### config.mk
export PLATFORM = sky130hd
export DESIGN_NAME = clk_div_bank
export DESIGN_NICKNAME = d
export VERILOG_FILES = /design/src/rtl/clk_div_pkg.sv /design/src/rtl/clk_div_ch.sv /design/src/rtl/clk_div_bank.sv
export SDC_FILE = /design/constraint.sdc
export NUM_CORES = 1
export LEC_CHECK = 0
export CORE_UTILIZATION = 68
export CTS_CLUSTER_DIAMETER = 200
export DETAILED_ROUTE_END_ITERATION = 16
export PLACE_DENSITY = 0.86
export SLEW_MARGIN = 25
export SYNTH_ARGS = -nofsm -noshare
export SYNTH_HDL_FRONTEND = slang
export SYNTH_SLANG_ARGS = --single-unit
### constraint.sdc
create_clock -name clk -period 5.85 [get_ports clk]
set_input_delay 0.8775 -clock clk [delete_from_list [all_inputs] [get_ports clk]]
set_output_delay 0.8775 -clock clk [all_outputs]
set_load 0.02 [all_outputs]
### src/rtl/clk_div_pkg.sv
`default_nettype none
// +----------------------------------------------------------------------------+
// | Module      : clk_div_pkg                                                  |
// | Description : Shared width defaults and reset-ratio helper for the divider |
// |               bank.                                                        |
// | Revision    : 1.0 - initial release                                        |
// +----------------------------------------------------------------------------+
package clk_div_pkg;

    localparam int CNT_W_DEF = 16;

    typedef logic [CNT_W_DEF-1:0] div_t;

    // Reset ratio of channel idx: ch0=/2, ch1=/4, ... ch9=/20.
    function automatic int unsigned def_div(input int unsigned idx);
        return 2 * (idx + 1);
    endfunction

endpackage
`default_nettype wire

### src/rtl/clk_div_ch.sv
`default_nettype none
// +----------------------------------------------------------------------------+
// | Module      : clk_div_ch                                                   |
// | Description : One divide-by-N channel with shadowed ratio applied only at  |
// |               period boundaries.                                           |
// | Revision    : 1.0 - initial release                                        |
// +----------------------------------------------------------------------------+
module clk_div_ch
    import clk_div_pkg::*;
#(
    parameter int          CNT_W   = CNT_W_DEF,
    parameter int unsigned DEF_DIV = 2
) (
    input  logic             clk,
    input  logic             rst,
    input  logic             i_sync,
    input  logic             i_we,
    input  logic [CNT_W-1:0] i_div,
    output logic             o_cout,
    output logic             o_pend
);

    localparam logic [CNT_W-1:0] c_def = CNT_W'(DEF_DIV);
    localparam logic [CNT_W-1:0] c_one = CNT_W'(1);
    localparam logic [CNT_W-1:0] c_two = CNT_W'(2);

    logic [CNT_W-1:0] r_shadow;
    logic [CNT_W-1:0] r_div_act;
    logic [CNT_W-1:0] r_cnt;
    logic             r_cout;
    logic             r_pend;

    logic             w_enabled;
    logic             w_apply;
    logic             w_high;

    // A disabled channel sits permanently at a period boundary.
    assign w_enabled = (r_div_act >= c_two);
    assign w_apply   = !w_enabled || (r_cnt == (r_div_act - c_one));
    assign w_high    = w_enabled && (r_cnt < (r_div_act >> 1));

    always_ff @(posedge clk) begin
        if (rst) begin
            r_shadow  <= c_def;
            r_div_act <= c_def;
            r_cnt     <= '0;
            r_cout    <= 1'b0;
            r_pend    <= 1'b0;
        end else if (i_sync) begin
            if (r_pend) begin
                r_div_act <= r_shadow;
            end
            r_cnt  <= '0;
            r_cout <= 1'b0;
            if (i_we) begin
                r_shadow <= i_div;
                r_pend   <= 1'b1;
            end else begin
                r_pend   <= 1'b0;
            end
        end else begin
            r_cout <= w_high;
            if (w_apply) begin
                r_cnt  <= '0;
                r_pend <= 1'b0;
                // A write landing on the boundary bypasses the shadow wait.
                if (i_we) begin
                    r_shadow  <= i_div;
                    r_div_act <= i_div;
                end else if (r_pend) begin
                    r_div_act <= r_shadow;
                end
            end else begin
                r_cnt <= r_cnt + c_one;
                if (i_we) begin
                    r_shadow <= i_div;
                    r_pend   <= 1'b1;
                end
            end
        end
    end

    assign o_cout = r_cout;
    assign o_pend = r_pend;

endmodule
`default_nettype wire

### src/rtl/clk_div_bank.sv
`default_nettype none
// +----------------------------------------------------------------------------+
// | Module      : clk_div_bank                                                 |
// | Description : NUM_CH glitch-free programmable clock dividers. Define       |
// |               CLK_DIV_BANK_SYNC_EN to add the sync_i phase-align strobe.   |
// | Revision    : 1.0 - initial release                                        |
// +----------------------------------------------------------------------------+
module clk_div_bank
    import clk_div_pkg::*;
#(
    parameter  int NUM_CH = 10,
    parameter  int CNT_W  = CNT_W_DEF,
    localparam int CH_W   = (NUM_CH > 1) ? $clog2(NUM_CH) : 1
) (
    input  logic              clk,
    input  logic              rst,
`ifdef CLK_DIV_BANK_SYNC_EN
    input  logic              sync_i,
`endif
    input  logic              cfg_we,
    input  logic [CH_W-1:0]   cfg_ch,
    input  logic [CNT_W-1:0]  cfg_div,
    output logic [NUM_CH-1:0] cout,
    output logic [NUM_CH-1:0] pend
);

    logic              w_sync;
    logic [NUM_CH-1:0] w_we;

`ifdef CLK_DIV_BANK_SYNC_EN
    assign w_sync = sync_i;
`else
    assign w_sync = 1'b0;
`endif

    // Out-of-range cfg_ch matches no channel, so such writes vanish.
    for (genvar g = 0; g < NUM_CH; g++) begin : g_ch
        assign w_we[g] = cfg_we && (cfg_ch == CH_W'(g));

        clk_div_ch #(
            .CNT_W   (CNT_W),
            .DEF_DIV (def_div(g))
        ) u_ch (
            .clk    (clk),
            .rst    (rst),
            .i_sync (w_sync),
            .i_we   (w_we[g]),
            .i_div  (cfg_div),
            .o_cout (cout[g]),
            .o_pend (pend[g])
        );
    end

endmodule
`default_nettype wire

-- Word level (Yosys, flattened, before mapping)
Index checks and enable logic that the tools add are counted.
- bits in registers: 500
- input port bits: 23
- output and inout port bits: 20
- word-level logic and storage cells: 200
- add/subtract/negate cells: 20
- order comparisons: 20
- equality and inequality tests: 19
- multiplexer cells: 20
- reduce and logical (&&, ||, !) cells: 71
- operator list (operator ; number):
    16-bit two-way mux ; 20
    16-bit by 1-bit adder with 16-bit output, second input constant ; 10
    16-bit == test ; 10
    16-bit by 2-bit greater-or-equal comparator with 1-bit output, second input constant ; 10
    16-bit by 15-bit less-than comparator with 1-bit output ; 10
    16-bit by 1-bit subtractor with 16-bit output, second input constant ; 10
    1-bit logical AND ; 20
    2-bit AND reduction ; 10
    2-bit nonzero test ; 10
    2-bit OR reduction ; 10
    4-bit by 3-bit == test with 1-bit output, second input constant ; 4
    1-bit zero test ; 10
    1-bit logical OR ; 10
    4-bit by 2-bit == test with 1-bit output, second input constant ; 2
    4-bit == test, second input constant ; 2
    4-bit by 1-bit == test with 1-bit output, second input constant ; 1
    4-bit zero test ; 1

-- Depth between registers and ports, before layout
- word-level depth: 4
- gate-level depth with buffers: 13
- depth with buffers taken out: 10

-- Modules after synthesis
A second synthesis with hierarchy kept.
- cell total of the unflattened synthesis: 3770
- area, all modules: 32618.8 um^2
- modules (own cells, without submodules) (module ; instances ; cells an instance ; area an instance (um^2) ; seq. area each (um^2)):
    clk_div_ch (g_ch[0].u_ch ...) ; 4 ; 366 ; 3220.6 ; 1001.0
    clk_div_ch (g_ch[2].u_ch ...) ; 2 ; 367 ; 3219.3 ; 1001.0
    clk_div_ch (g_ch[9].u_ch) ; 1 ; 440 ; 3542.1 ; 1001.0
    clk_div_ch (g_ch[8].u_ch) ; 1 ; 367 ; 3224.3 ; 1001.0
    clk_div_ch (g_ch[4].u_ch) ; 1 ; 380 ; 3223.1 ; 1001.0
    clk_div_ch (g_ch[6].u_ch) ; 1 ; 368 ; 3218.1 ; 1001.0
    clk_div_bank ; 1 ; 17 ; 90.1 ; 0.0

-- Least setup slack after synthesis
No wires, ideal clock.
- path kind: reg-to-reg
- start point: register g_ch[3].u_ch.r_div_act[0]
- end point: register g_ch[3].u_ch.r_div_act[5]
- setup time: 0.117 ns
- arrival: 3.123 ns
- required time: 5.733 ns
- path slack: 2.610 ns
- stages on the path, launching flop included: 13
- buffers on the path: 2
- clock period less this slack: 3.240 ns
- path through: dfxtp_1 > inv_1 > ha_1 > nor4b_1 > nand4_1 > xnor2_1 > a2111o_1 > a2111oi_2 > or3_1 > buf_4 > o31ai_1 > buf_2 > a22o_1
- word-level cells in the longest chain between the ends: 4
- elaborated cells on any way between the ends: 6
- those cells by class: add/sub (1); order compare (1); eq/ne (1); reduce/logical (3)
- ends and longest elaborated chain (element ; RTL line ; RTL):
    from (decl) ; clk_div_ch.sv:28 ; logic [CNT_W-1:0] r_div_act;
    from (signal assigned) ; clk_div_ch.sv:51 ; r_div_act <= r_shadow;
    from (signal assigned) ; clk_div_ch.sv:69 ; r_div_act <= i_div;
    from (signal assigned) ; clk_div_ch.sv:71 ; r_div_act <= r_shadow;
    16-bit by 1-bit subtractor with 16-bit output or 16-bit by 2-bit greater-or-equal comparator with 1-bit output (tied branches) ; clk_div_ch.sv:39, clk_div_ch.sv:38 ;
    16-bit == test or 1-bit zero test (tied branches) ; clk_div_ch.sv:39 ; assign w_apply = !w_enabled || (r_cnt == (r_div_act - c_one));
    1-bit logical OR * ; clk_div_ch.sv:39 ;
    2-bit AND reduction (no source line) * ; -- ;
Mark *: on every way between the ends. The rest lies on a longest branch, timed or not.
A chain may end at the register's enable or synchronous reset.

-- Worst setup path in the final report
- start point: register g_ch[9].u_ch.r_div_act[3]
- end point: register g_ch[9].u_ch.r_div_act[11]
- word-level cells in the longest chain between the ends: 4
- elaborated cells on any way between the ends: 6
- those cells by class: add/sub (1); order compare (1); eq/ne (1); reduce/logical (3)
- ends and longest elaborated chain (element ; RTL line):
    from (decl) ; clk_div_ch.sv:28
    from (signal assigned) ; clk_div_ch.sv:51
    from (signal assigned) ; clk_div_ch.sv:69
    from (signal assigned) ; clk_div_ch.sv:71
    16-bit by 1-bit subtractor with 16-bit output or 16-bit by 2-bit greater-or-equal comparator with 1-bit output (tied branches) ; clk_div_ch.sv:39, clk_div_ch.sv:38
    16-bit == test or 1-bit zero test (tied branches) ; clk_div_ch.sv:39
    1-bit logical OR * ; clk_div_ch.sv:39
    2-bit AND reduction (no source line) * ; --
Marks and branches as above.

==> qor.csv <==
stage,metric,value,unit
sta,Final Setup Violations,0,
place,Port Buffer Count,42,
clock_network,hold buffer count at CTS,0,
detailed_routing,drt first pass iters,6,
pwr,Worst IR Drop VDD,244.3,uV
grt,Total Routing Usage GR,32.91,%
grt,largest net degree at the start of global routing,117,
detailed_routing,DR vias,23260,
setup_path,RR Startpoint,g_ch[9].u_ch.r_div_act[3],
floorplan,Boundary Pins,43,
synth,Post-Syn Instances,3201,
detailed_routing,drt drc,0,
detailed_routing,drt wl/cell,18.25,um
clock_network,clk sink count,500,
detailed_routing,drt via density,6.271,
detailed_routing,Post-Route WL,67.71,mm
detailed_routing,drt initial violations,2237,
sta,Slew @ Worst Pin,1.052,ns
sta,post-route minimum period,4.100,ns
clock_network,clk slew on worst S/H paths,0.07,ns
setup_path,CP Capture Type,flip-flop,
pwr,power per cell area,252.4,nW/um^2
setup_path,Worst Path Max Fanout,18,
sta,WHS,0.4603,ns
grt,Congestion Overflow GR,0,
pwr,sw frac,22.89,%
synth,ys flop type,dfxtp_1,
grt,first-pass GRT wire length,111.2,mm
finish,fraction of layout cells with a size suffix above 1,5.395,%
synth,"Cell Area, Synth",26910,um^2
synth,Synth Area per Inst,8.408,um^2
setup_path,CP required,6.32,ns
outcome,status,"finished, final reports clean",
run,Max Cap Viol,0,
detailed_routing,Final ANT Viol Nets,0,
setup_path,Critical Path Start Type,flip-flop,
sta,crit share post-route,70.09,%
clock_network,TritonCTS Buffers,52,
synth,Async SR Flop Fraction,0,%
clock_network,clk root buf,clkbuf_16,
sta,RSZ-0062 raised after global routing,no,
sta,"Slew Viols, Final",0,
sta,normalized max-slew margin,29.20,%
worst_hold_path,Hold WC Path Type,reg2reg,
setup_path,crit path kind,reg2reg,
synth,Synth Warn #,0,
finish,"Core Util, Final",75.50,%
place,Post-DP Area,27410,um^2
synth,count of state elements after synthesis,500,
setup_path,worst reg2reg path depth,8,
pwr,sequential share of power,47.2,%
clock_network,Skew-Pair Late Insertion Delay,0.60,ns
finish,final instance area,29320,um^2
grt,vias in the first global route,22710,
place,gpl congestion,0.9885,
finish,fillers,2651,
sta,Max Freq,243.9,MHz
setup_path,crit path to,g_ch[9].u_ch.r_div_act[11],
floorplan,Core ar.,38830,um^2
synth,register area share after synthesis,37.19,%
pwr,Switch Pwr,1694,uW
sta,Worst Skew,0.01245,ns
pwr,internal cell power,5706,uW
place,Setup WS pre-CTS,1.832,ns
synth,synthesized net count,3394,
finish,"Net count, final",3339,
setup_path,Reg-to-Reg End,g_ch[9].u_ch.r_div_act[11],
synth,number of enable flip-flop cells after synthesis,0,
clock_network,CTS resizes,0,
pwr,Gate power share,4.5,%
clock_network,TritonCTS clock tree,built,
pwr,Clock power frac,48.3,%
clock_network,Max Root-Sink Buffers,3,
sta,final hold viol count,0,
floorplan,chip height,200.9,um
clock_network,# H-tree levels,2,
clock_network,post-CTS setup buffer count,0,
setup_path,crit path from,g_ch[9].u_ch.r_div_act[3],
setup_path,crit path DAT,4.57,ns
floorplan,row count,72,
place,Post-DP HPWL,46.44,mm
sta,setup ws final,1.750,ns
floorplan,area of the die,40380,um^2
pwr,Leakage,0.01146,uW
synth,post-synth cell types,85,
grt,initial antenna violation count,4,
floorplan,Die X,200.9,um
finish,P&R area growth vs syn,8.921,%
setup_path,r2r setup slk,1.75,ns
sta,TNS Setup,0,ns
floorplan,Initial Utilization,69.32,%
==> cell usage after synthesis, types with 75 or more instances <==
cell	n	area, um^2
xor2_1	159	1393
nand4_1	79	494.2
nor2_1	310	1164
ha_1	170	2127
inv_1	198	743.2
dfxtp_1	500	10010
xnor2_1	180	1577
nand3_1	84	420.4
nor3_1	87	435.4
nand2_1	379	1423
a21oi_1	189	945.9
a22o_1	75	656.9
clkbuf_1	125	469.2
==> registers in the layout, indices dropped and copies added, names as in the netlist <==
| register | flops |
|---|---|
| g_ch.u_ch.r_shadow | 160 |
| g_ch.u_ch.r_cnt | 160 |
| g_ch.u_ch.o_pend | 10 |
| g_ch.u_ch.o_cout | 10 |
| g_ch.u_ch.r_div_act | 160 |
==> worst min-delay path by stage <==
stage / start / endpoint / depth (start not counted)
finish: g_ch[9].u_ch.r_shadow[13] / g_ch[9].u_ch.r_shadow[13] / 2
global route: g_ch[5].u_ch.r_shadow[7] / g_ch[5].u_ch.r_shadow[7] / 2
CTS: g_ch[9].u_ch.r_shadow[13] / g_ch[9].u_ch.r_shadow[13] / 2
detailed placement: g_ch[9].u_ch.r_shadow[13] / g_ch[9].u_ch.r_shadow[13] / 2
global placement: g_ch[1].u_ch.r_shadow[7] / g_ch[1].u_ch.r_shadow[7] / 2
floorplan: g_ch[5].u_ch.r_shadow[2] / g_ch[5].u_ch.r_shadow[2] / 2
==> critical path, cell delays in order, from the launching register on <==
cell       delay [ns]
dfxtp_1          0.38
nor4_1           0.91
nand4_1          0.28
o31ai_1          0.30
o211ai_1         0.16
a2111oi_2        0.44
nand2b_1         0.62
o21ai_1          0.52
a22o_1           0.37
==> per-stage QoR <==
stage / std cells / power, uW
5_1_grt: 3707 / 7606
4_1_cts: 3706 / 7415
6_report: 3709 / 7401
3_5_place_dp: 3610 / 3890
3_3_place_gp: 3610 / 3872
2_1_floorplan: 3201 / 3782
==> metal layers <==
layer  part of all wire, %  vias up  track usage [%]  routed length (um)
met2                    48      994            56.52               32810
li1                      -    11070                -                   -
met1                    40    10970            40.82               27250
met3                   8.0      223            5.633                5439
met5                 0.019        -                0                  13
met4                   3.2        2            13.25                2197
==> placed cells by master (no fill, tap or decap), types with 13 or more instances in the layout <==
cell type,n
nand3_1,84
mux2i_1,35
and3_1,51
a211oi_1,25
nor2_1,307
dfxtp_1,500
nand2b_1,14
clkbuf_16,53
a21oi_1,187
or3_1,17
xnor2_1,180
mux2_2,16
clkdlybuf4s50_1,41
ha_1,170
a31oi_1,24
xor2_1,159
buf_4,18
nor3_1,86
o31ai_1,22
o21ai_0,65
a21o_1,43
nand4_1,79
nor4_1,35
a22o_1,75
inv_1,197
nand2_1,379
nand4b_1,13
a32o_1,26
or4_1,21
o211ai_1,24
==> cell families after synthesis <==
group | count (synthesis) | synth area share, %
simple gates | 1160 | 20.43
buf+inv | 368 | 5.504
compound gates | 612 | 15.89
mux | 51 | 1.971
flops | 500 | 37.19
xor+xnor | 340 | 11.12
fa+ha+maj | 170 | 7.903
==> layout make-up <==
cell class	instances	area [um^2]	area share [%]
Tap cell	518	648.1	2.211
Clock buffer	64	1428	4.870
Inverter	198	743.2	2.535
Antenna cell	3	7.507	0.02561
Timing Repair Buffer	61	576.8	1.968
Clock inverter	32	437.9	1.494
Multi-Input combinational cell	2333	15460	52.75
Sequential cell	500	10010	34.14
==> power by group through the flow <==
stage	clock network [uW]	registers, uW	logic, uW
final	3570	3490	335
after global routing	3750	3490	362
after CTS	3600	3490	328
after detailed placement	0	3570	324
after global placement	0	3560	310
after floorplan	0	3550	232
(Power assumes the default switching activity.)
